===== src/rtl/uart_pkg.sv =====
// Shared types and constants for the UART TX arbiter slice.
package uart_pkg;

   // Upper bound on the number of requesters one arbiter instance may serve.
   localparam int unsigned UART_ARB_MAX_REQ = 16;

   // Arbiter sequencing: wait for a request, stream one grant, optional idle gap.
   typedef enum logic [1:0] {
      IDLE = 2'd0,
      XFER = 2'd1,
      GAP  = 2'd2
   } arb_state_t;

endpackage


===== src/rtl/uart_tx_arbiter_rr_pick.sv =====
// Round-robin picker: first set request strictly after ptr, wrapping modulo N.
module rr_pick #(
   parameter int unsigned N = 4,
   localparam int unsigned IW = (N > 1) ? $clog2(N) : 1
) (
   input  logic [N-1:0]  req,
   input  logic [IW-1:0] ptr,
   output logic          found,
   output logic [IW-1:0] idx
);

   // Walk ptr+1 .. ptr+N; the first hit wins, ptr itself is checked last.
   always_comb begin
      int unsigned j;
      found = 1'b0;
      idx   = '0;
      j     = 0;
      for (int unsigned k = 1; k <= N; k++) begin
         j = (32'(ptr) + k) % N;
         if (!found && req[IW'(j)]) begin
            found = 1'b1;
            idx   = IW'(j);
         end
      end
   end

endmodule


===== src/rtl/uart_tx_arbiter.sv =====
// Packet-granular round-robin arbiter sharing one UART TX byte sink among N_REQ sources.
module uart_tx_arbiter
   import uart_pkg::*;
#(
   parameter int unsigned N_REQ      = 4,
   parameter int unsigned N_BITS     = 8,
   parameter int unsigned MAX_BURST  = 16,
   parameter int unsigned GAP_CYCLES = 0
) (
   input  logic                      clk,
   input  logic                      rst,
   input  logic [N_REQ-1:0]          req_valid,
   input  logic [N_REQ*N_BITS-1:0]   req_data,
   input  logic [N_REQ-1:0]          req_last,
   output logic [N_REQ-1:0]          req_ready,
   output logic                      tx_valid,
   output logic [N_BITS-1:0]         tx_data,
   input  logic                      tx_ready,
   output logic [$clog2(N_REQ)-1:0]  grant_id,
   output logic                      grant_active
);

   localparam int unsigned IW       = $clog2(N_REQ);
   localparam int unsigned BW       = $clog2(MAX_BURST + 1);
   localparam int unsigned GW       = (GAP_CYCLES > 0) ? $clog2(GAP_CYCLES + 1) : 1;
   localparam int unsigned GAP_LAST = (GAP_CYCLES > 0) ? GAP_CYCLES - 1 : 0;

   arb_state_t    state_q, state_d;
   logic [IW-1:0] rr_ptr_q, rr_ptr_d;
   logic [IW-1:0] grant_id_q, grant_id_d;
   logic [BW-1:0] beat_cnt_q, beat_cnt_d;
   logic [GW-1:0] gap_cnt_q, gap_cnt_d;

   logic          pick_found;
   logic [IW-1:0] pick_idx;
   logic          beat_c;
   logic          release_c;

   rr_pick #(.N(N_REQ)) u_rr_pick (
      .req   (req_valid),
      .ptr   (rr_ptr_q),
      .found (pick_found),
      .idx   (pick_idx)
   );

   // A beat is a handshake with the granted source; release on its last byte or burst cap.
   always_comb begin
      beat_c    = (state_q == XFER) && req_valid[grant_id_q] && tx_ready;
      release_c = beat_c && (req_last[grant_id_q] || (beat_cnt_q == BW'(MAX_BURST - 1)));
   end

   // State and arbitration registers; synchronous reset drops any grant in flight.
   always_ff @(posedge clk) begin
      if (rst) begin
         state_q    <= IDLE;
         rr_ptr_q   <= IW'(N_REQ - 1);
         grant_id_q <= '0;
         beat_cnt_q <= '0;
         gap_cnt_q  <= '0;
      end else begin
         state_q    <= state_d;
         rr_ptr_q   <= rr_ptr_d;
         grant_id_q <= grant_id_d;
         beat_cnt_q <= beat_cnt_d;
         gap_cnt_q  <= gap_cnt_d;
      end
   end

   // Next-state and counter update logic.
   always_comb begin
      state_d    = state_q;
      rr_ptr_d   = rr_ptr_q;
      grant_id_d = grant_id_q;
      beat_cnt_d = beat_cnt_q;
      gap_cnt_d  = gap_cnt_q;
      unique case (state_q)
         IDLE: begin
            if (pick_found) begin
               grant_id_d = pick_idx;
               beat_cnt_d = '0;
               state_d    = XFER;
            end
         end
         XFER: begin
            if (beat_c) begin
               beat_cnt_d = beat_cnt_q + BW'(1);
            end
            if (release_c) begin
               rr_ptr_d = grant_id_q;
               if (GAP_CYCLES > 0) begin
                  gap_cnt_d = '0;
                  state_d   = GAP;
               end else begin
                  state_d = IDLE;
               end
            end
         end
         GAP: begin
            gap_cnt_d = gap_cnt_q + GW'(1);
            if (gap_cnt_q == GW'(GAP_LAST)) begin
               state_d = IDLE;
            end
         end
         default: begin
            state_d = IDLE;
         end
      endcase
   end

   // Combinational pass-through of the granted source; nothing is accepted while rst is high.
   always_comb begin
      req_ready    = '0;
      tx_valid     = 1'b0;
      tx_data      = '0;
      grant_active = 1'b0;
      grant_id     = grant_id_q;
      if (state_q == XFER) begin
         grant_active = 1'b1;
         tx_data      = req_data[32'(grant_id_q) * N_BITS +: N_BITS];
         if (!rst) begin
            tx_valid              = req_valid[grant_id_q];
            req_ready[grant_id_q] = tx_ready;
         end
      end
   end

endmodule


===== config.mk =====
export PLATFORM = sky130hd
export DESIGN_NAME = uart_tx_arbiter
export DESIGN_NICKNAME = d
export VERILOG_FILES = /design/src/rtl/uart_pkg.sv /design/src/rtl/uart_tx_arbiter_rr_pick.sv /design/src/rtl/uart_tx_arbiter.sv
export SDC_FILE = /design/constraint.sdc
export NUM_CORES = 1
export LEC_CHECK = 0
export CAP_MARGIN = 20
export CORE_ASPECT_RATIO = 0.6
export CORE_MARGIN = 5
export CORE_UTILIZATION = 30
export CTS_CLUSTER_DIAMETER = 100
export DETAILED_ROUTE_END_ITERATION = 10
export GPL_TIMING_DRIVEN = 0
export HOLD_SLACK_MARGIN = 0.12
export PLACE_DENSITY = 0.67
export SLEW_MARGIN = 30
export SYNTH_ARGS = -nofsm -noshare
export SYNTH_HDL_FRONTEND = slang
export SYNTH_SLANG_ARGS = --single-unit

===== constraint.sdc =====
create_clock -name clk -period 2.8 [get_ports clk]
set_input_delay 0.56 -clock clk [delete_from_list [all_inputs] [get_ports clk]]
set_output_delay 0.56 -clock clk [all_outputs]
set_load 0.01 [all_outputs]

==> impl_metrics.toml, run 1 <==
[outcome]
status = "completed"

[timing]
max_freq_mhz = 368
drv_slew = 0
rsz0062_at_grt = "false"
hold_violations = 0
slew_headroom_pct = 72.3
setup_violations = 0
worstMarginPinSlew_ns = 0.416
finalCritPeriodShare_pct = 97.1
finClkSkew_ns = 0.000466
fin_hold_ws_ns = 0.568
finalCriticalPeriod_ns = 2.72

[hold_path]
hold_start = "beat_cnt_q[3]"
hold_path_end = "beat_cnt_q[3]"
hp-class = "register to register"
holdPathStages = 2

[routing]
viasPerCell = 4.87
drtIter0Drc = 27
firstDrtPassIters = 4
vias = 1048
drc = 0
ant_nets = 0
wire_per_inst_microns = 15.1
drt-total-wl_mm = 3.25

[global_route]
grt.total_usage_pct = 14.8
overflow = 0
grt_pass1_vias = 1044
grt_max_degree = 11
grt_pass1_wl_mm = 5.19
antenna_found_initial = 0

[clock_tree]
htree_levels = 1
cts_root_buf = "clkbuf_8"
cts_buffers = 3
hold_buffers = 0
cts_sinks = 10
cts_buffer_depth = 2
cts_tree = "yes"
clkSlewWorstSetupHoldPaths_ns = 0.05
clk_latency_ns = 0.23

[place]
io_buffer_count = 58
gp_congestion = 0.803
dp_hpwl_mm = 2.63

[final_layout]
drive_above_1_share_pct = 15.9
finalNetCount = 217
area_delta_synth_final_pct = 73.0
fill_cells = 290
num_antenna_cells = 0

[synthesis]
syn_area_sq_um = 972
yosysWarnings = 0
synth_nets = 153
yosysUniqueCellTypes = 34
syn_avg_cell_area_sq_um = 9.00
synth_cells = 108
yosys_register_bits = 10
seq_area_frac_synth_pct = 20.6

[power]
ir_worst_vdd_mv = 0.178
p_per_area_nw_per_um2 = 392
power_leakage_nw = 0.638
p_total_mw = 0.659

[die]
rows = 16
pin_count = 59
dieHeight_microns = 54.1
start_util_pct = 30.5
dieArea_sq_um = 4520
core_area_sq_um = 3180
die_x_microns = 83.5

[critical_path]
r2r_start = "beat_cnt_q[0]"
end_kind = "primary output"
required_ns = 2.24
rr_endpoint = "rr_ptr_q[0]"
ff2ff_setup_slack_ns = 1.15
path_class = "input port to primary output"
cp-start-kind = "input port"
rr_worst_depth = 5
crit_arrival_ns = 2.16
path_max_fanout = 8

[job]
max_cap_violations = 0
[worst max path at each step]
stage | startpoint | to | depth (start not counted)
2_1_floorplan | grant_id[0] | tx_data[3] | 4
6_report | req_valid[3] | tx_valid | 5
4_1_cts | grant_id[1] | tx_data[5] | 5
3_5_place_dp | req_valid[1] | tx_valid | 5
3_3_place_gp | req_valid[1] | tx_valid | 5
5_1_grt | rst | req_ready[0] | 5
[layout make-up]
| class | instances | area [sq um] | area share, % |
|---|---|---|---|
| buffer | 6 | 36.3 | 2.16 |
| sequential | 10 | 200 | 11.9 |
| tap | 45 | 56.3 | 3.35 |
| clock buffer | 3 | 41.3 | 2.46 |
| inverter | 3 | 11.3 | 0.670 |
| timing repair buffer | 59 | 593 | 35.3 |
| multi-input combinational | 89 | 743 | 44.2 |
[cells in the final DEF (no fill, tap or decap), drive strengths merged, types with 5 or more instances in the layout]
cell type      synthesis  layout
a21oi                  5       5
and2                   9       9
clkbuf                 3       6
clkdlybuf4s50          0      56
dfxtp                 10      10
mux2i                  5       5
mux4                   8       8
nand2                  7       7
nor2                  16      16
[metal layers]
metal / GRT usage, % / part of all wire (%) / vias to the layer above
met5: 0 / 0 / -
li1: - / - / 520
met3: 4.59 / 7.8 / 2
met1: 19.4 / 50 / 472
met2: 24.3 / 42 / 54
met4: 3.21 / 0.55 / 0
[worst max-delay path: stages]
cell and delay [ns]:
clkdlybuf4s50_1 0.68, mux2i_4 0.14, nand2_1 0.08, and3_1 0.16, clkdlybuf4s50_1 0.54
[cells in the mapped netlist]
cell type / count / area, sq um
nor2_1: 16 / 60.1
dfxtp_1: 10 / 200
and2_1: 9 / 56.3
mux4_2: 8 / 180
nand2_1: 7 / 26.3
a21oi_1: 5 / 25.0
mux2_2: 4 / 45.0
mux2i_1: 4 / 40.0
nand2b_1: 4 / 25.0
and3_1: 3 / 18.8
clkbuf_1: 3 / 11.3
inv_1: 3 / 11.3
nand3b_1: 3 / 22.5
o21ai_0: 3 / 15.0
a211oi_1: 2 / 15.0
buf_2: 2 / 10.0
ha_1: 2 / 25.0
nand3_1: 2 / 10.0
nor3_1: 2 / 10.0
nor3b_1: 2 / 15.0
a21o_1: 1 / 7.51
a311oi_1: 1 / 8.76
a31o_2: 1 / 8.76
buf_6: 1 / 11.3
mux2i_2: 1 / 13.8
nand4_1: 1 / 6.26
nor2b_1: 1 / 6.26
nor4_4: 1 / 21.3
o21bai_1: 1 / 7.51
o22ai_4: 1 / 20.0
o311ai_2: 1 / 16.3
or2b_1: 1 / 7.51
or3_1: 1 / 6.26
or3b_1: 1 / 8.76
[state kept, by name, indices dropped and copies added, names as in the netlist]
signal      count
beat_cnt_q      5
grant_id        2
rr_ptr_q        2
state_q         1
[what timing repair did]
item | CTS | global route
pin swaps | 0 | 0
setup endpoints to repair | 1 | 7
hold endpoints to repair | 0 | 0
resized for setup | 1 | 8
setup buffers | 1 | 0
[where the power goes]
part	switching, mW	internal [mW]	total [mW]
sequential	0.0162	0.154	0.171
clock	0.0530	0.0939	0.147
combinational	0.136	0.206	0.342
total	0.205	0.454	0.659
[cell families after synthesis]
family / after synthesis / share of synthesized area [%]
AND/OR/NAND/NOR: 54 / 30.9
flip-flops: 10 / 20.6
adder cells (fa/ha/maj): 2 / 2.57
AO/OA/AOI/OAI: 16 / 12.7
multiplexers: 17 / 28.7
buffers and inverters: 9 / 4.50
[metrics by stage]
stage                     utilization [%]  cells  setup TNS, ns  area, sq um  worst slack [ns]
after floorplan                         -    108              0          972             0.780
after global placement               50.6    211        -0.0686         1610           -0.0686
after detailed placement             50.6    211        -0.0786         1610           -0.0786
after CTS                            52.2    215              0         1660            0.0116
after global routing                 52.8    215              0         1680           0.00268
final                                52.8    215              0         1680            0.0823
Note: power is estimated with default switching activity, not from simulation.
==> run 2: changes to the inputs <==
Settings changed: CTS_CLUSTER_DIAMETER 100 to 150.
==> results of run 2 <==
The final DEF is identical to that of run 1; final timing and power are the same.
==> run 3: changes to the inputs <==
Settings changed: REMOVE_ABC_BUFFERS from default to 1.
==> run 3 against run 2 <==
- wire length is 2.8% lower
- combinational power is 16% lower
- cell area is 1.5% lower
- sequential power is 22% higher
- critical endpoint unchanged
- largest power group unchanged
- highest routed layer is now met3
==> impl_metrics.toml, run 3 (synthesis results as in run 1) <==
[final_layout]
layout_commonest_cell = "clkdlybuf4s50_1"
num_antenna_cells = 0
fill_cells = 286
drive_above_1_share_pct = 15.8
finalNetCount = 211
final_cell_mix = "56 x clkdlybuf4s50_1, 16 x nor2_1, 9 x and2_1"
regMostFlops = "beat_cnt_q"
fin_area_sq_um = 1660
largest_reg_flops = 5
area_delta_synth_final_pct = 70.4

[routing]
firstDrtPassIters = 4
ant_nets = 0
viasPerCell = 4.99
wire_per_inst_microns = 15.0
drtIter0Drc = 35
drc = 0
vias = 1048
drt-total-wl_mm = 3.16

[place]
dp_slack_ns = -0.202
dp_hpwl_mm = 2.46
gp_congestion = 0.825
post_dp_cell_area_sq_um = 1580
io_buffer_count = 58

[critical_path]
end_kind = "primary output"
cp_slowest_cell = "clkdlybuf4s50_1"
r2r_start = "grant_id[1]"
path_max_fanout = 8
required_ns = 2.24
path_class = "input port to primary output"
crit_path_frequent_cell = "clkdlybuf4s50_1"
crit_family = "buffers and inverters"
crit_cells = 5
crit_buf_inv = 2
cp-start-kind = "input port"
ff2ff_setup_slack_ns = 0.82
cpPeakStageDelay_ns = 0.69
critical_path.cell_chain = "clkdlybuf4s50_1 > mux2i_4 > nand2_1 > and3_1 > clkdlybuf4s50_1"
crit_arrival_ns = 2.17
rr_endpoint = "state_q[0]"
rr_worst_depth = 4

[clock_tree]
clk_latency_ns = 0.23
cts_buffers = 3
clkSlewWorstSetupHoldPaths_ns = 0.05
htree_levels = 1
cts_sinks = 10
cts_buffer_depth = 2
hold_buffers = 0
cts_root_buf = "clkbuf_8"
cts_tree = "yes"

[timing]
setup_violations = 0
drv_slew = 0
worstMarginPinSlew_ns = 0.778
finClkSkew_ns = 0.00186
fin_hold_ws_ns = 0.573
finalCritPeriodShare_pct = 97.6
finalCriticalPeriod_ns = 2.73
max_freq_mhz = 366
hold_violations = 0
slew_headroom_pct = 48.0
setup_slack_ns = 0.0660

[die]
dieHeight_microns = 54.1
rows = 16
core_area_sq_um = 3180
pin_count = 59
start_util_pct = 30.5
die_x_microns = 83.5
dieArea_sq_um = 4520

[global_route]
grt.total_usage_pct = 14.4
grt_pass1_wl_mm = 5.02
grt_max_degree = 22
overflow = 0
antenna_found_initial = 0
grt_pass1_vias = 997

[power]
p_per_area_nw_per_um2 = 406
power_leakage_nw = 0.607
ir_worst_vdd_mv = 0.221

[outcome]
status = "completed"

[job]
max_cap_violations = 0

[hold_path]
hold_start = "beat_cnt_q[4]"
hold_path_end = "beat_cnt_q[4]"
hp-class = "register to register"
holdPathStages = 3
[run 3: cell types whose count changed in the layout (fill, tap and decap cells not counted), sizes merged]
cell / before / now
buf: 4 / 1
clkbuf: 6 / 4
dlygate4sd2: 0 / 2
dlymetal6s2s: 2 / 0
[run 3: power by group]
part	switching [mW]	leakage (nW)	internal, mW
sequential	0.0519	0.0823	0.156
clock	0.0548	0.0288	0.123
combinational	0.0930	0.496	0.194
[run 3: per-stage QoR]
stage	util (%)	setup TNS (ns)	total power, mW	instances
final	52.0	0	0.673	210
after global routing	52.0	-0.000176	0.723	210
after CTS	51.3	0	0.678	209
after detailed placement	49.5	-0.907	0.492	205
after global placement	49.5	-0.564	0.485	205
after floorplan	-	0	0.333	102
[run 3: worst reg2reg max path, cell delays in order (launching register included)]
cell      delay, ns
dfxtp_1        0.82
nand3_1        0.25
o22ai_4        0.33
o311ai_2       0.24
a21o_1         0.23
[run 3: worst max-delay path by stage]
| stage | start | to |
|---|---|---|
| finish | req_valid[3] | tx_valid |
| global route | grant_id[1] | tx_data[0] |
| CTS | req_valid[0] | tx_valid |
| detailed placement | rst | req_ready[0] |
| global placement | rst | req_ready[0] |
| floorplan | grant_id[0] | tx_valid |
[run 3: timing repair]
action                     in CTS  in global routing
setup buffers                   0                  1
resized for setup               4                  4
setup endpoints to repair      13                  7
pin swaps                       0                  0
[run 3: routing by layer]
layer  share of wire (%)  global-route usage [%]  wire, microns
met1                  55                    21.6           1730
met3                 9.0                    5.81            285
met2                  36                    19.4           1140
met5                   0                       0              0
met4                   0                    1.60              0
[run 3: cell type report]
class                           instances  area (sq um)  area share (%)
Multi-Input combinational cell         89           743            44.9
Sequential cell                        10           205            12.4
Timing Repair Buffer                   59           586            35.3
Clock buffer                            4          55.1            3.32
Tap cell                               45          56.3            3.40
Inverter                                3          11.3           0.680
